==> src/rtl/pc_fetch_ctrl.sv <==
// Fetch-side PC sequencer: reset hold-off, sequential/redirected fetch, stall and halt handling.
// Optional build macro PC_ALIGN_CHECK_EN traps misaligned redirect targets instead of truncating them.
module pc_fetch_ctrl #(
  parameter int unsigned RESET_HOLD = 2
) (
  input  logic        run,
  input  logic        reset,
  input  logic [31:0] initialPCval,
  input  logic        stall,
  input  logic        branch_taken,
  input  logic [31:0] branch_target,
  input  logic        jump,
  input  logic [31:0] jump_target,
  input  logic [31:0] instr,
  output logic [31:0] pc,
  output logic [31:0] pc_plus4,
  output logic        fetch_valid,
  output logic        halted,
  output logic [31:0] instr_count,
  output logic        fault
);

  localparam int unsigned XLEN   = 32;
  localparam int unsigned HOLD_W = 4;
  localparam logic [XLEN-1:0] HALT_INSTR = 32'h0000_000D;

  typedef enum logic [1:0] {
    S_HOLD,
    S_FETCH,
    S_STALL,
    S_HALT
  } state_t;

  state_t            state;
  logic [HOLD_W-1:0] hold_cnt;
  logic              redirect;
  logic [XLEN-1:0]   target;

  // Jump outranks branch when both are raised.
  always_comb begin
    redirect = jump | branch_taken;
    target   = jump ? jump_target : branch_target;
  end

  assign pc_plus4    = pc + XLEN'(4);
  assign fetch_valid = (state == S_FETCH) && !stall;

`ifdef PC_ALIGN_CHECK_EN
  logic misaligned;
  assign misaligned = redirect && (target[1:0] != 2'b00);
`else
  assign fault = 1'b0;
`endif

  always_ff @(posedge run) begin
    if (reset) begin
      state       <= S_HOLD;
      hold_cnt    <= HOLD_W'(RESET_HOLD);
      pc          <= initialPCval;
      instr_count <= '0;
      halted      <= 1'b0;
`ifdef PC_ALIGN_CHECK_EN
      fault       <= 1'b0;
`endif
    end else begin
      case (state)
        S_HOLD: begin
          if (hold_cnt <= HOLD_W'(1)) state <= S_FETCH;
          else                        hold_cnt <= hold_cnt - HOLD_W'(1);
        end
        S_FETCH: begin
          if (stall) begin
            state <= S_STALL;
          end else begin
            instr_count <= instr_count + XLEN'(1);
            // A break wins over any redirect raised in the same cycle.
            if (instr == HALT_INSTR) begin
              state  <= S_HALT;
              halted <= 1'b1;
            end else if (redirect) begin
`ifdef PC_ALIGN_CHECK_EN
              if (misaligned) begin
                fault  <= 1'b1;
                halted <= 1'b1;
                state  <= S_HALT;
              end else begin
                pc <= target;
              end
`else
              pc <= target & ~XLEN'(3);
`endif
            end else begin
              pc <= pc_plus4;
            end
          end
        end
        S_STALL: begin
          if (!stall) state <= S_FETCH;
        end
        S_HALT: begin
          state <= S_HALT;
        end
        default: state <= S_HOLD;
      endcase
    end
  end

endmodule

==> config.mk <==
export PLATFORM = sky130hd
export DESIGN_NAME = pc_fetch_ctrl
export DESIGN_NICKNAME = d
export VERILOG_FILES = /design/src/rtl/pc_fetch_ctrl.sv
export SDC_FILE = /design/constraint.sdc
export NUM_CORES = 1
export LEC_CHECK = 0
export ABC_AREA = 1
export CORE_UTILIZATION = 42
export DETAILED_ROUTE_END_ITERATION = 8
export GPL_TIMING_DRIVEN = 1
export PLACE_DENSITY = 0.79
export SKIP_LAST_GASP = 1
export SLEW_MARGIN = 10
export SYNTH_ARGS = -nofsm -noshare
export SYNTH_HDL_FRONTEND = slang
export SYNTH_SLANG_ARGS = --single-unit
==> constraint.sdc <==
create_clock -name run -period 2.5 [get_ports run]
set_input_delay 0.25 -clock run [delete_from_list [all_inputs] [get_ports run]]
set_output_delay 0.25 -clock run [all_outputs]
set_load 0.02 [all_outputs]
# After elaboration in Yosys (flattened, before gate mapping)
# Cells that the tools add are included.
# totals
reg_bits	71
input_bits	133
word_cells	41
# op_classes
n_reduce_logical	9
addsub	3
order_cmp	1
n_mux	11
n_eq_ne	9
bitwise_logic	3
# ops
operator	count
$mux 32	6
$add 32x1->32 const B	1
$add 32x3->32 const B	1
$eq 32x4->1 const B	1
$reduce_and 3->1	3
$mux 2	4
$ne 2x2->1 const B	4
$pmux 2 s4	1
$eq 2x2->1 const B	2
$le 4x1->1 const B	1
$reduce_and 2->1	2
$sub 4x1->4 const B	1
$ne 3x2->1 const B	1
$eq 2x1->1 const B	1
$logic_not 2->1	1
$not 1->1	2
$reduce_bool 2->1	1
$logic_and 1x1->1	1
$logic_not 1->1	1
$or 1x1->1	1

# Longest topological paths before layout
# depth
depth_word	6
mapped_depth	10
ltp_nobuf	10

# Worst setup path after synthesis
# No wires, ideal clock.
# synth_timing
path_kind	reg2reg
from	reg state[0]
to	reg pc[10], enable pin
n_path_buf	0
t_arrival_ps	1657
path_slack_ps	455
setup_ps	387
stages_incl_launch_ff	5
synth_period_minus_slack_ps	2045
path_cell_list	dfxtp_1 nand3_4 inv_1 nand2_1 nand2_1
# synth_via
elab_chain_cells	3
# synth_lines
element	line	rtl
from (decl)	34	state_t state;
from (signal assigned)	57	state <= S_HOLD;
from (signal assigned)	68	if (hold_cnt <= HOLD_W'(1)) state <= S_FETCH;
from (signal assigned)	73	state <= S_STALL;
$eq 2x1->1	66	case (state)
$reduce_bool 2->1 (no source line)	--	
$reduce_and 3->1 (no source line)	--	
to (signal assigned)	59	pc <= initialPCval;
to (signal assigned)	90	pc <= target & ~XLEN'(3);
to (signal assigned)	93	pc <= pc_plus4;
to (decl)	15	output logic [31:0] pc,
# No other way between the ends.
# A chain may end at the register's enable or synchronous reset.

# Final worst setup path
# layout_timing
from	reg pc[9]
to	out pc_plus4[29]
# layout_via
elab_chain_cells	1
# layout_lines
element	line	rtl
$add 32x3->32	45	assign pc_plus4 = pc + XLEN'(4);
to (decl)	16	output logic [31:0] pc_plus4,
# No other way between the ends.

==> results_dict.tcl <==
set metrics [dict create \
    outcome "finished, final reports clean" \
    cts_num_sinks 71 \
    syn-cell-area_um2 4780 \
    ys_top_cells_by_count "nand2_1 (186), nor2_1 (131), inv_1 (70)" \
    cp_cell_sequence "nand2_1 > nor2_2 > inv_1 > nor2_2 > nand3_1 > nand2_1 > clkdlybuf4s50_1" \
    cts-hold-fix-buffers 0 \
    fmax_ghz 0.413 \
    worst-endpoint-required_ns 2.25 \
    finalHoldViolCount 0 \
    antenna_cells 0 \
    h-tree-depth 3 \
    peakVddDrop_v 0.000323 \
    finalSetupViolCount 0 \
    end_kind "output pin" \
    dr.pass1.iters 5 \
    drtIter0Drc 371 \
    syn_inst 701 \
    grt_max_degree 45 \
    grt_pass1_vias 5413 \
    die-height_um 109 \
    place.gp.congestion 0.919 \
    grt_pass1_wl_um 25300 \
    worst-r2r-setup-slack_ns 0.62 \
    antenna_left 0 \
    path_class "flop to output pin" \
    routed_via_density 5.18 \
    period_needed_ns 2.42 \
    antenna_found_initial 0 \
    seq_area_um2 1740 \
    yosysSeqAreaShare 0.364 \
    max_stage_delay_ns 0.63 \
    grt_usage 0.274 \
    skew_ns 0.00677 \
    dpl.cell_count 1053 \
    synth.distinct_cells 40 \
    clock_latency_ns 0.33 \
    routed_wl_um 16200 \
    min_from "hold_cnt[3]" \
    rows 38 \
    r2r_end "pc[9]" \
    finalMaxSlewViolations 0 \
    drc 0 \
    io_pins 232 \
    ff2ff_path_depth 5 \
    layout-drive-gt1-share 0.0738 \
    multiInputGateArea_um2 2680 \
    tritoncts "built" \
    r2r_start "state[0]" \
    min_path_cells 2 \
    arrival_ns 2.17 \
    synth_area_per_cell_um2 6.82 \
    async_flop_share 0 \
    die_area_um2 11800 \
    worst_slew_pin_slew_ns 0.770 \
    final_util 0.688 \
    area_growth_syn_to_layout_pct 58.0 \
    num-nets-final 1067 \
    die_w_um 109 \
    fin_cells 1075 \
    rsz0062_at_grt "true" \
    hpwlAfterDp_um 12600 \
    start_kind "flop" \
    vias 5568 \
    cts_made_buffers 9 \
    initial_core_util 0.436 \
    synthesis.nets 838 \
    cp_max_fo 4 \
    leakagePower_nw 3.01 \
    io_buffers 226 \
    ys_ff_latch 71 \
    critPathTopFamily "simple AND/OR/NAND/NOR gates" \
    coreArea_um2 11000 \
    yosysWarnings 0 \
    maxCapViolCount 0 \
    routedWlPerCell_um 15.1 \
    synth_ff_type "dfxtp_1" \
    synth_top_area_frac 0.201 \
    synth-edff-count 32 \
    clockBufferDepth 2 \
    p_per_area_nw_per_um2 551 \
    synth.top_cells.by_area "edfxtp_1 (20%), dfxtp_1 (16%), nand2_1 (15%)" \
    yosysMostFrequentCell "nand2_1" \
    cts-root-buf "clkbuf_16" \
    min_period_over_period 0.969 \
    yosys.area.top_type "edfxtp_1" \
    hold_path_end "hold_cnt[3]" \
    hold_path_class "flop to flop" \
    nFillCells 945 \
    cp_num_buf_inv 2 \
    grt_overflow 0 \
    slowest_stage "clkdlybuf4s50_1" \
    clk_pin_slew_ns 0.06 \
    maxSlewHeadroom 0.486 \
]
## kinds of logic after synthesis
family	Yosys count	share of synthesized area
compound gates	94	0.123
xor+xnor	17	0.0327
fa+ha+maj	4	0.0105
buf+inv	96	0.0779
flops	71	0.364
other cells	1	0.000784
simple gates	418	0.391
## worst register-to-register path: stages (launching register included)
cell and delay (ns):
dfxtp_1 0.45, nand3_4 0.21, inv_1 0.24, nand2_1 0.19
nand2_1 0.13, buf_4 0.33
## worst max-delay path by stage
| stage | startpoint | endpoint | slack [ns] | depth (start not counted) |
|---|---|---|---|---|
| floorplan | state[0] | pc[10] | 0.46 | 4 |
| detailed placement | pc[2] | pc_plus4[14] | 0.17 | 7 |
| CTS | pc[4] | pc_plus4[23] | 0.002 | 8 |
| finish | pc[9] | pc_plus4[29] | 0.08 | 7 |
| global route | pc[9] | pc_plus4[29] | -0.03 | 7 |
| global placement | pc[2] | pc_plus4[14] | 0.22 | 7 |
## final cells by class
type / count / share of cell area
clock buffer: 11 / 0.0349
clock inverter: 5 / 0.00811
inverter: 73 / 0.0363
multi-input combinational: 534 / 0.355
sequential: 71 / 0.230
tap: 140 / 0.0232
timing repair buffer: 241 / 0.312
## where the power goes
| group | total, W | internal, W | switching, W |
|---|---|---|---|
| logic | 0.00131 | 0.000607 | 0.000702 |
| registers | 0.00147 | 0.00135 | 0.000115 |
| clock network | 0.00139 | 0.000867 | 0.000523 |
| total | 0.00416 | 0.00282 | 0.00134 |
## layout by cell type (no fill, tap or decap), drive strengths merged, types with 15 or more instances in the layout
cell           synthesis  layout
a21oi                 40      40
a221oi                22      22
buf                    5      16
clkdlybuf4s50          0     206
dfxtp                 39      39
dlygate4sd2            0      15
edfxtp                32      32
inv                   72      75
nand2                192     192
nand3                 41      41
nor2                 149     149
## metal layers
layer / vias to the layer above / wire length [µm] / GRT usage
met3: 31 / 1140 / 0.0454
met5: - / 0 / 0
met4: 0 / 389 / 0.105
li1: 2748 / - / -
met2: 242 / 8160 / 0.518
met1: 2547 / 6550 / 0.302
## per-stage QoR
stage	setup WS, ns	hold slack, ns	TNS, ns	power, W	instance area [µm²]
2_1_floorplan	0.455	0.423	0	0.00213	4780
3_3_place_gp	0.219	0.444	0	0.00276	7190
3_5_place_dp	0.173	0.464	0	0.00280	7190
4_1_cts	0.00189	0.474	0	0.00416	7510
5_1_grt	-0.0300	0.509	-0.0324	0.00433	7560
6_report	0.0785	0.474	0	0.00416	7560
## timing repair
| action | in CTS | in global routing |
|---|---|---|
| cloned | 0 | 0 |
| buffers inserted | 1 | 5 |
| setup endpoints to repair | 18 | 7 |
| resized for setup | 16 | 6 |
## registers in the layout (all words and copies together), names as in the netlist
register / count
hold_cnt: 4
pc: 32
halted: 1
state: 2
instr_count: 32
No activity file was read; power rests on OpenSTA's default activity.
